`src/rtl/vram_pkg.sv`:
```
// rtl/vram_pkg.sv - shared constants, state encoding and command record for the VRAM cycle engine
package vram_pkg;

  localparam logic LVL_DIR_INPUT  = 1'b0;
  localparam logic LVL_DIR_OUTPUT = 1'b1;

  localparam int DEFAULT_DURATION_WIDTH = 6;
  localparam int MAX_DURATION           = (1 << DEFAULT_DURATION_WIDTH) - 1;

  // One-hot state encoding; TURN only reachable with VRAM_CYCLE_TURNAROUND_EN
  localparam logic [6:0] ST_IDLE        = 7'b000_0001;
  localparam logic [6:0] ST_SETUP       = 7'b000_0010;
  localparam logic [6:0] ST_WRITE_PULSE = 7'b000_0100;
  localparam logic [6:0] ST_WRITE_HOLD  = 7'b000_1000;
  localparam logic [6:0] ST_READ_STROBE = 7'b001_0000;
  localparam logic [6:0] ST_READ_RESP   = 7'b010_0000;
  localparam logic [6:0] ST_TURN        = 7'b100_0000;

  typedef struct packed {
    logic        write;
    logic        va14;
    logic [13:0] vaa;
    logic [13:0] vab;
    logic [7:0]  vda;
    logic [7:0]  vdb;
  } vram_cmd_t;

endpackage

```
`src/rtl/vram_cycle_timer.sv`:
```
// rtl/vram_cycle_timer.sv - loadable down-counter, done when the count reaches zero
module vram_cycle_timer
  #(parameter int WIDTH = 6)
  (
  input  logic             clock,
  input  logic             reset,
  input  logic             load,
  input  logic [WIDTH-1:0] load_value,
  input  logic             dec,
  output logic             done
  );

  logic [WIDTH-1:0] count;

  always_ff @(posedge clock or negedge reset) begin
    if (!reset) begin
      count <= '0;
    end else if (load) begin
      count <= load_value;
    end else if (dec && (count != '0)) begin
      count <= count - 1'b1;
    end
  end

  assign done = (count == '0);

endmodule

```
`src/rtl/vram_cycle_engine.sv`:
```
// rtl/vram_cycle_engine.sv - SNES VRAM bus-cycle sequencer; VRAM_CYCLE_TURNAROUND_EN adds a TURN state after writes
module vram_cycle_engine
  import vram_pkg::*;
  #(parameter int DURATION_WIDTH = DEFAULT_DURATION_WIDTH)
  (
  input  logic                      clock,
  input  logic                      reset,
  input  logic                      cmd_valid_i,
  output logic                      cmd_ready_o,
  input  logic                      cmd_write_i,
  input  logic                      cmd_va14_i,
  input  logic [13:0]               cmd_vaa_i,
  input  logic [13:0]               cmd_vab_i,
  input  logic [7:0]                cmd_vda_i,
  input  logic [7:0]                cmd_vdb_i,
  input  logic [DURATION_WIDTH-1:0] write_duration_i,
  input  logic [DURATION_WIDTH-1:0] read_delay_i,
  output logic                      rsp_valid_o,
  output logic [7:0]                rsp_vda_o,
  output logic [7:0]                rsp_vdb_o,
  output logic                      vrd_n,
  output logic                      vawr_n,
  output logic                      vbwr_n,
  output logic                      va14,
  output logic [13:0]               vaa,
  output logic [13:0]               vab,
  output logic                      vd_dir,
  output logic [7:0]                vda_o,
  output logic [7:0]                vdb_o,
  input  logic [7:0]                vda_i,
  input  logic [7:0]                vdb_i
  );

  logic [6:0] state;
  logic [6:0] next_state;
  vram_cmd_t  cmd_q;
  logic       handshake;
  logic       timer_done;
  logic       timer_dec;
  logic       in_write_pulse;
  logic       in_read_strobe;

  assign handshake      = cmd_valid_i && cmd_ready_o;
  assign in_write_pulse = (state == ST_WRITE_PULSE);
  assign in_read_strobe = (state == ST_READ_STROBE);
  assign timer_dec      = in_write_pulse || in_read_strobe;

  // Only the duration relevant to the accepted command is captured; it lives in the timer
  vram_cycle_timer #(.WIDTH(DURATION_WIDTH)) u_timer (
    .clock      (clock),
    .reset      (reset),
    .load       (handshake),
    .load_value (cmd_write_i ? write_duration_i : read_delay_i),
    .dec        (timer_dec),
    .done       (timer_done)
  );

  always_comb begin
    next_state = ST_IDLE;
    case (state)
      ST_IDLE:        next_state = cmd_valid_i ? ST_SETUP : ST_IDLE;
      ST_SETUP:       next_state = cmd_q.write ? ST_WRITE_PULSE : ST_READ_STROBE;
      ST_WRITE_PULSE: next_state = timer_done ? ST_WRITE_HOLD : ST_WRITE_PULSE;
`ifdef VRAM_CYCLE_TURNAROUND_EN
      ST_WRITE_HOLD:  next_state = ST_TURN;
      ST_TURN:        next_state = ST_IDLE;
`else
      ST_WRITE_HOLD:  next_state = ST_IDLE;
`endif
      ST_READ_STROBE: next_state = timer_done ? ST_READ_RESP : ST_READ_STROBE;
      ST_READ_RESP:   next_state = ST_IDLE;
      default:        next_state = ST_IDLE;
    endcase
  end

  always_ff @(posedge clock or negedge reset) begin
    if (!reset) begin
      state <= ST_IDLE;
    end else begin
      state <= next_state;
    end
  end

  always_ff @(posedge clock or negedge reset) begin
    if (!reset) begin
      cmd_q <= '0;
    end else if (handshake) begin
      cmd_q <= '{write: cmd_write_i, va14: cmd_va14_i, vaa: cmd_vaa_i,
                 vab: cmd_vab_i, vda: cmd_vda_i, vdb: cmd_vdb_i};
    end
  end

  // Pins are sampled on the edge that closes the final strobe cycle
  always_ff @(posedge clock or negedge reset) begin
    if (!reset) begin
      rsp_vda_o <= '0;
      rsp_vdb_o <= '0;
    end else if (in_read_strobe && timer_done) begin
      rsp_vda_o <= vda_i;
      rsp_vdb_o <= vdb_i;
    end
  end

  // Full-state compares keep illegal encodings from asserting any strobe
  assign cmd_ready_o = (state == ST_IDLE);
  assign rsp_valid_o = (state == ST_READ_RESP);
  assign vrd_n       = !in_read_strobe;
  assign vawr_n      = !in_write_pulse;
  assign vbwr_n      = !in_write_pulse;

  assign va14  = cmd_q.va14;
  assign vaa   = cmd_q.vaa;
  assign vab   = cmd_q.vab;
  assign vda_o = cmd_q.vda;
  assign vdb_o = cmd_q.vdb;

  assign vd_dir = (cmd_q.write && ((state == ST_SETUP) || in_write_pulse ||
                                   (state == ST_WRITE_HOLD)))
                  ? LVL_DIR_OUTPUT : LVL_DIR_INPUT;

endmodule

```
`config.mk`:
```
export PLATFORM = sky130hd
export DESIGN_NAME = vram_cycle_engine
export DESIGN_NICKNAME = d
export VERILOG_FILES = /design/src/rtl/vram_pkg.sv /design/src/rtl/vram_cycle_timer.sv /design/src/rtl/vram_cycle_engine.sv
export SDC_FILE = /design/constraint.sdc
export NUM_CORES = 1
export LEC_CHECK = 0
export BUFFER_PORTS_ARGS = -buffer_cell sky130_fd_sc_hd__clkbuf_2
export CAP_MARGIN = 10
export CORE_MARGIN = 5
export CORE_UTILIZATION = 54
export CTS_BUF_LIST = sky130_fd_sc_hd__clkbuf_4 sky130_fd_sc_hd__clkbuf_8
export DETAILED_ROUTE_END_ITERATION = 6
export GPL_TIMING_DRIVEN = 0
export PLACE_DENSITY = 0.95
export SLEW_MARGIN = 30
export SYNTH_ARGS = -nofsm -noshare
export SYNTH_HDL_FRONTEND = slang
export SYNTH_SLANG_ARGS = --single-unit
```
`constraint.sdc`:
```
create_clock -name clock -period 2.7 [get_ports clock]
set_input_delay 0.54 -clock clock [delete_from_list [all_inputs] [get_ports clock]]
set_output_delay 0.54 -clock clock [all_outputs]
set_load 0.05 [all_outputs]
```
==> results of run 1 <==
## worst paths after layout
| check | cells past startpoint | from | to |
|---|---|---|---|
| worst min-delay path | 1 | reset | vdb_o[7] |
| max in group asynchronous | 2 | reset | u_timer.count[4] |
| worst max register to register | 6 | state[0] | u_timer.count[5] |
| worst max-delay path | 5 | state[4] | vbwr_n |
| min in group clock | 2 | cmd_valid_i | state[0] |
| worst min register to register | 1 | vaa[9] | vaa[9] |
## worst max-delay path, stage by stage, from the launching register on
cell and delay, ns:
dfrtp_1 0.36, buf_4 0.16, nor2_1 0.17, nand4b_1 0.25, buf_4 0.21, clkbuf_2 0.22
## cell type report
class	count	area share (%)
sequential	74	40.62
clock buffer	11	3.182
clock inverter	5	1.700
timing repair buffer	144	16.18
multi-input combinational	126	26.22
buffer	57	9.408
tap	77	2.112
inverter	7	0.5760
## state kept, by name (all words and copies together) (netlist names)
register and count:
u_timer.count 6, vdb_o 8, vab 14, state 6
vda_o 8, rsp_vdb_o 8, va14 1, cmd_q 1
vaa 14, rsp_vda_o 8
## through the flow
step / power [mW] / instances / area (sq um) / utilization [%]
after global placement: 5.177 / 484 / 4317 / 67.98
after global routing: 6.543 / 501 / 4562 / 71.84
final: 6.205 / 501 / 4562 / 71.84
after floorplan: 4.617 / 264 / 3505 / -
after detailed placement: 5.311 / 485 / 4339 / 68.34
after CTS: 6.273 / 501 / 4562 / 71.84
## layer usage
layer	vias to the layer above	global-route usage, %
met2	109	32.32
li1	1180	-
met3	12	6.333
met1	1183	22.76
met4	0	6.452
met5	-	0
## power by group through the flow
| stage | sequential (mW) | combinational (mW) | clock (mW) |
|---|---|---|---|
| after floorplan | 1.82 | 2.80 | 0 |
| after global placement | 1.78 | 3.39 | 0 |
| after detailed placement | 1.83 | 3.48 | 0 |
| after CTS | 1.81 | 3.50 | 0.964 |
| after global routing | 1.86 | 3.66 | 1.02 |
| final | 1.81 | 3.46 | 0.938 |
## cell usage after synthesis, drive strengths merged
| library cell | count | area (sq um) |
|---|---|---|
| a21oi | 2 | 10.01 |
| or2b | 1 | 8.760 |
| mux2 | 62 | 732.0 |
| o221ai | 1 | 8.760 |
| xnor2 | 1 | 8.760 |
| dfstp | 1 | 26.28 |
| inv | 7 | 26.28 |
| nand4 | 1 | 6.260 |
| dfrtp | 73 | 1827 |
| nor2b | 6 | 37.54 |
| nand3b | 1 | 7.510 |
| or3 | 6 | 45.04 |
| mux2i | 2 | 20.02 |
| and4b | 1 | 10.01 |
| o2111a | 1 | 11.26 |
| clkbuf | 1 | 3.750 |
| o211ai | 2 | 20.02 |
| o21ai | 7 | 35.03 |
| nor3 | 2 | 10.01 |
| nor4 | 1 | 12.51 |
| buf | 56 | 425.4 |
| xor2 | 3 | 26.28 |
| o22ai | 2 | 12.51 |
| nand3 | 3 | 15.01 |
| nand4b | 3 | 32.53 |
| ha | 2 | 25.02 |
| nor2 | 7 | 38.78 |
| nand2b | 1 | 6.260 |
| a211oi | 5 | 37.54 |
| a31oi | 3 | 18.77 |
## logic make-up (layout without fill, tap and decap cells)
family / after synthesis / in the layout
buffers and inverters: 64 / 224
adder cells (fa/ha/maj): 2 / 2
AND/OR/NAND/NOR: 33 / 33
multiplexers: 64 / 64
flip-flops: 74 / 74
XOR/XNOR: 4 / 4
AO/OA/AOI/OAI: 23 / 23
==> impl_metrics.toml, run 1 <==
[outcome]
outcome = "completed"

[synthesis]
synth_xor_area_share_pct = 0.9996
synth.net_count = 343
syn_inst = 264
synthesis.area_sq_um = 3505
seq_area_frac_synth_pct = 52.87
synthMuxAreaShare_pct = 21.46
post_synthesis_share_of_cell_area_spent_on_full_adders_half_adders_and_majority_gates_pct = 0.7140
post_synth_and_or_nand_nor_area_fraction_pct = 6.569
postSynthAreaPerCell_sq_um = 13.28
synth_compound_gate_area_share_pct = 4.391
synth_top_family_by_area = "multiplexers"
synth.ff_latch_count = 74
synth_cell_types = 40
ys_warn_count = 0

[clock_tree]
clkSinkCount = 74
cts_tree = "done"
cts_buffer_depth = 2
ctsHtreeMaxLevel = 3
post_cts_resize_count = 0
cts-root-buf = "clkbuf_8"
cts.hold.buffers_added = 0
clock_insertion_delay_at_the_later_pin_of_the_skew_report_ns = 0.33
clock_buffers_created_by_tritoncts = 9
post-cts-setup-buffers = 0
clock_transition_at_the_register_clock_pins_on_the_worst_setup_and_hold_paths_after_cts_ns = 0.08

[timing]
period_share_pct = 82.99
post-route-worst-setup-slack_ns = 0.4594
tightest_slew_ns = 0.5227
whs_ns = 0.2035
period_needed_ns = 2.241
fmaxAchievable_mhz = 446.3
timing.clock.skew_ns = 0.01085
rsz0062_at_grt = "false"
final-hold-violation-count = 0
finalSetupViolations = 0
slew_violations = 0
setup_tns_ns = 0
slew-limit-headroom_pct = 65.15

[cells_and_area]
layout-area-overhead-vs-synth_pct = 30.17
final_layout_size_suffix_gt1_share_pct = 68.16
seq_area_sq_um = 1853
most_common_cell_after_layout_fill_and_taps_aside = "clkbuf_2"
layout.cells.most_common_list = "clkbuf_2, dfrtp_1, mux2_2, buf_4, clkbuf_8"
num-fill-cells = 441
multi_input_area_sq_um = 1196
fin_nets = 498
antenna_cells = 0

[worst_setup_path]
start_kind = "flop"
required_ns = 2.16
setup_slack_on_the_worst_flop_to_flop_path_ns = 0.72
timing_worst_setup_path_type = "reg -> out"
worst-endpoint-arrival_ns = 1.70
cp-end-kind = "output port"
maximum_fanout_along_the_worst_path = 8

[die]
die_y_microns = 90.56
floorplan.die_area_sq_um = 8201
placement_rows = 29
starting_utilization_of_the_core_area_pct = 55.19
io_pins = 144
dieWidth_microns = 90.56
fp.coreArea_sq_um = 6350

[route]
met2_length_mm = 3.921
route.final.wire_length_mm = 7.690
dr_wl_met3_microns = 668
detailedRoute.firstIterationViolations = 55
viasPerCell = 4.958
avgRoutedWirePerCell_microns = 15.35
wire_length_on_met1_mm = 2.966
ant_nets = 0
first_pass_iters = 4
maxUsedRoutingLayer = "met4"
drc = 0
routed-via-count = 2484

[global_route]
grt_antenna_before_repair = 0
grt_first_pass_wirelength_mm = 12.83
first_global_vias = 2688
maximum_number_of_pins_on_one_net_before_global_route_repair = 39
globalRouteTotalUtil_pct = 19.12
grt_overflow_total = 0

[pwr]
p_sw_share_pct = 45.00
power_density_nw_per_um2 = 1360
worst_ir_drop_vdd_v = 0.001192
cell_internal_pwr_mw = 3.413
leakage_component_of_the_power_nw = 2.361
seq_power_share_pct = 29.1
part_of_the_power_in_combinational_logic_pct = 55.8
power.share.clock_pct = 15.1
power_switching_mw = 2.792

[placement]
port_buffers = 143
pre_cts_slack_ns = 0.6836
gp_routability_congestion = 0.8537
hpwlAfterDp_mm = 6.012

[job]
drv.max_cap_violation_count = 0

[hold_path]
min-delay-path-class = "in -> async"
(Power assumes the default switching activity.)
==> inputs of run 2 (changes only) <==
Settings changed: CORE_UTILIZATION 54 to 50, PLACE_DENSITY 0.95 to 0.9.
Clock period 2.7 ns to 2.3 ns, I/O delays scaled along.
==> run 2 against run 1 <==
Compared with the run above: first-iteration DRC count rose by 42%; setup slack got worse by 0.30 ns; routed wire length fell by 5.1%; critical path type unchanged; critical endpoint unchanged; largest cell class unchanged.
==> impl_metrics.toml, run 2 (synthesized netlist as in run 1, its figures left out) <==
[outcome]
outcome = "completed"

[timing]
post-route-worst-setup-slack_ns = 0.1587
setup_tns_ns = 0
timing.clock.skew_ns = 0.008719
slew-limit-headroom_pct = 64.76
tightest_slew_ns = 0.5286
period_share_pct = 93.10
rsz0062_at_grt = "false"
finalSetupViolations = 0
period_needed_ns = 2.141
whs_ns = 0.1192
final-hold-violation-count = 0
slew_violations = 0
fmaxAchievable_mhz = 467.0

[die]
floorplan.die_area_sq_um = 8783
fp.coreArea_sq_um = 6794
dieWidth_microns = 93.72
placement_rows = 30
die_y_microns = 93.72
starting_utilization_of_the_core_area_pct = 51.58
io_pins = 144

[clock_tree]
cts.hold.buffers_added = 0
ctsHtreeMaxLevel = 3
clock_insertion_delay_at_the_later_pin_of_the_skew_report_ns = 0.33
clkSinkCount = 74
clock_transition_at_the_register_clock_pins_on_the_worst_setup_and_hold_paths_after_cts_ns = 0.08
clock_buffers_created_by_tritoncts = 9
cts-root-buf = "clkbuf_8"
post-cts-setup-buffers = 0
post_cts_resize_count = 0
cts_tree = "done"
cts_buffer_depth = 2

[route]
first_pass_iters = 4
ant_nets = 0
detailedRoute.firstIterationViolations = 78
viasPerCell = 4.725
routed-via-count = 2457
avgRoutedWirePerCell_microns = 14.03
drc = 0
route.final.wire_length_mm = 7.295

[job]
drv.max_cap_violation_count = 0

[worst_setup_path]
cp_slowest_cell = "dfrtp_1"
start_kind = "flop"
maximum_fanout_along_the_worst_path = 8
path_common_cell = "buf_4"
path_cells = "buf_4, nor2_1, nand4b_1, buf_4, clkbuf_2"
cp-end-kind = "output port"
timing_worst_setup_path_type = "reg -> out"
crit_path_max_incr_delay_ns = 0.36
worst-endpoint-arrival_ns = 1.68
required_ns = 1.84

[pwr]
worst_ir_drop_vdd_v = 0.0009019
power_density_nw_per_um2 = 1548
leakage_component_of_the_power_nw = 2.329
power.total_mw = 7.017

[cells_and_area]
fin_nets = 498
finalInstanceArea_sq_um = 4533
most_common_cell_after_layout_fill_and_taps_aside = "clkbuf_2"
layout.cells.most_common_list = "clkbuf_2, dfrtp_1, mux2_2, buf_4"
layout-area-overhead-vs-synth_pct = 29.35
antenna_cells = 0
final_layout_size_suffix_gt1_share_pct = 68.16
finalCoreUtilization_pct = 66.72
fin_cells = 520

[global_route]
maximum_number_of_pins_on_one_net_before_global_route_repair = 39
grt_overflow_total = 0
globalRouteTotalUtil_pct = 17.34
grt_antenna_before_repair = 0
first_global_vias = 2702
grt_first_pass_wirelength_mm = 12.01

[placement]
port_buffers = 143
gp_routability_congestion = 0.7680
hpwlAfterDp_mm = 5.711
area_of_placed_instances_sq_um = 4363
dpl.cell_count = 504
pre_cts_slack_ns = 0.2909

[hold_path]
min-delay-path-class = "in -> async"
run 2: cell types whose count changed in the layout (fill, tap and decap cells not counted):
cell / previous run / this run
clkbuf_4: 2 / 1
clkinv_2: 2 / 3
clkinvlp_4: 1 / 3
bufinv_16: 2 / 0
clkbuf_8: 10 / 9
clkinv_4: 0 / 1
run 2: power breakdown:
group          leakage, nW  switching [mW]  internal [mW]  total, mW
clock               0.0810           0.472          0.387      0.858
sequential           0.874           0.282           1.83       2.11
combinational         1.37            2.52           1.53       4.05
total                 2.33            3.27           3.74       7.02
run 2: final timing paths:
path	from	endpoint	slack, ns	cells after the start
setup / recovery	state[4]	vbwr_n	0.16	5
max in group asynchronous	reset	vda_o[0]	1.61	2
hold / removal	reset	vaa[4]	0.12	1
min in group clock	cmd_valid_i	state[0]	0.33	2
hold reg to reg	vaa[2]	vaa[2]	0.51	1
setup reg to reg	state[0]	u_timer.count[0]	0.30	6
run 2: area by class of cell:
type	instances	area, sq um
buffer	57	429.2
sequential	74	1853
timing repair buffer	144	738.2
tap	96	120.1
multi-input combinational	126	1196
clock buffer	9	123.9
clock inverter	7	46.29
inverter	7	26.28
fill	531	2261
run 2: critical path: cells and delay by family, from the launching register on:
kind          cells  cell delay [ns]
flops             1             0.36
buf+inv           3             0.58
simple gates      2             0.41
run 2: routing by layer:
metal / track usage, % / wire length (microns) / up-vias / part of all wire [%]
met1: 19.77 / 2837 / 1167 / 39
met5: 0 / 0 / - / 0
met4: 6.378 / 145 / 0 / 2.0
li1: - / - / 1177 / -
met2: 29.33 / 3672 / 100 / 50
met3: 6.811 / 640 / 13 / 8.8
==> inputs of run 3 (changes only) <==
Settings changed: CORE_UTILIZATION 50 to 54, HOLD_SLACK_MARGIN set to 0.08, PLACE_DENSITY 0.9 to 0.85.
Clock period 2.3 ns to 2.6 ns, I/O delays scaled along.
==> run 3 against run 2 <==
Compared with the run above: via count fell by 2.5%; design area rose by 0.17%; combinational power fell by 12%; critical endpoint unchanged; largest power group unchanged.
==> impl_metrics.toml, run 3 (synthesized netlist as in run 1, its figures left out) <==
[outcome]
outcome = "completed"

[die]
fp.coreArea_sq_um = 6350
floorplan.die_area_sq_um = 8201
dieWidth_microns = 90.56
placement_rows = 29
starting_utilization_of_the_core_area_pct = 55.19
io_pins = 144
die_y_microns = 90.56

[timing]
final-hold-violation-count = 0
fmaxAchievable_mhz = 456.0
period_needed_ns = 2.193
finalSetupViolations = 0
slew-limit-headroom_pct = 62.20
slew_violations = 0
rsz0062_at_grt = "false"
tightest_slew_ns = 0.5671
setup_tns_ns = 0
timing.clock.skew_ns = 0.01281
period_share_pct = 84.35

[clock_tree]
ctsHtreeMaxLevel = 3
clock_buffers_created_by_tritoncts = 9
clkSinkCount = 74
clock_transition_at_the_register_clock_pins_on_the_worst_setup_and_hold_paths_after_cts_ns = 0.08
cts_tree = "done"
clock_insertion_delay_at_the_later_pin_of_the_skew_report_ns = 0.33
post_cts_resize_count = 0
cts-root-buf = "clkbuf_8"
cts_buffer_depth = 2
post-cts-setup-buffers = 0
cts.hold.buffers_added = 0

[cells_and_area]
most_common_cell_after_layout_fill_and_taps_aside = "clkbuf_2"
finalCoreUtilization_pct = 71.51
layout-area-overhead-vs-synth_pct = 29.56
fin_cells = 499
antenna_cells = 0
final_layout_size_suffix_gt1_share_pct = 68.01
num-fill-cells = 463
layout.cells.most_common_list = "clkbuf_2, dfrtp_1, mux2_2, buf_4, clkbuf_8"
fin_nets = 497
seq_area_sq_um = 1853
multi_input_area_sq_um = 1196

[worst_setup_path]
start_kind = "flop"
timing_worst_setup_path_type = "reg -> out"
maximum_fanout_along_the_worst_path = 8
path_cells = "buf_4, nor2_1, nand4b_1, buf_4, clkbuf_2"
path_common_cell = "buf_4"
cp_slowest_cell = "dfrtp_1"
worst-endpoint-arrival_ns = 1.67
crit_path_max_incr_delay_ns = 0.37
required_ns = 2.08
cp-end-kind = "output port"

[route]
detailedRoute.firstIterationViolations = 54
first_pass_iters = 4
drc = 0
route.final.wire_length_mm = 7.174
ant_nets = 0
viasPerCell = 4.800
routed-via-count = 2395
avgRoutedWirePerCell_microns = 14.38

[pwr]
power.share.clock_pct = 14.9
power_density_nw_per_um2 = 1408
cell_internal_pwr_mw = 3.504
part_of_the_power_in_combinational_logic_pct = 55.9
leakage_component_of_the_power_nw = 2.339
power_switching_mw = 2.890
seq_power_share_pct = 29.2
worst_ir_drop_vdd_v = 0.001018
p_sw_share_pct = 45.19

[placement]
gp_routability_congestion = 0.7535
hpwlAfterDp_mm = 5.681
port_buffers = 143
dpl.cell_count = 484

[job]
drv.max_cap_violation_count = 0

[global_route]
maximum_number_of_pins_on_one_net_before_global_route_repair = 75
first_global_vias = 2470
grt_overflow_total = 0
grt_first_pass_wirelength_mm = 11.65
grt_antenna_before_repair = 0
globalRouteTotalUtil_pct = 17.66

[hold_path]
min-delay-path-class = "in -> async"
[run 3: cell count changes in the layout (fill, tap and decap cells not counted), sizes merged]
| cell | before | now |
|---|---|---|
| inv | 7 | 8 |
| bufinv | 0 | 2 |
| clkinv | 4 | 0 |
| buf | 57 | 56 |
[run 3: cell type report]
type,instances,area share (%)
plain buffers,57,9.452
flip-flops and latches,74,40.81
well taps,77,2.122
repair buffers,143,15.95
inverters,7,0.5787
multi-input cells,126,26.34
clock inverters,6,2.012
clock buffers,9,2.728
[run 3: routing by layer]
metal / part of all wire [%] / GRT usage [%] / vias up
met5: 0 / 0 / -
met4: 1.3 / 6.700 / 0
met3: 5.7 / 4.250 / 7
met2: 55 / 31.11 / 74
met1: 38 / 20.63 / 1140
li1: - / - / 1174
[run 3: through the flow]
stage	setup WS, ns	hold WS [ns]	total power, mW	cell area [sq um]
final	0.4069	0.1867	6.394	4541
after global routing	0.2942	0.2287	6.746	4541
after CTS	0.3943	0.2049	6.464	4541
after detailed placement	0.5947	0.4947	5.497	4325
after global placement	0.4039	0.4863	5.390	4317
after floorplan	0.4444	0.2244	4.795	3505
[run 3: critical path: cells and delay by family, from the launching register on]
kind | cells | cell delay (ns)
buf+inv | 3 | 0.58
simple gates | 2 | 0.40
flops | 1 | 0.37
[run 3: path summary, 6_finish.rpt]
kind | from | end | slack (ns) | cells after the start
max | state[4] | vbwr_n | 0.41 | 5
min | reset | vaa[7] | 0.19 | 1
max reg2reg | state[0] | u_timer.count[5] | 0.62 | 6
min reg2reg | vaa[5] | vaa[5] | 0.51 | 1
max in group asynchronous | reset | vab[0] | 2.01 | 1
min in group clock | cmd_valid_i | state[0] | 0.39 | 2
[run 3: power groups by stage]
stage / Combinational, mW / Clock, mW / Sequential, mW
after floorplan: 2.90 / 0 / 1.89
after global placement: 3.54 / 0 / 1.85
final: 3.57 / 0.954 / 1.87
after detailed placement: 3.60 / 0 / 1.89
after CTS: 3.61 / 0.985 / 1.87
after global routing: 3.79 / 1.04 / 1.92
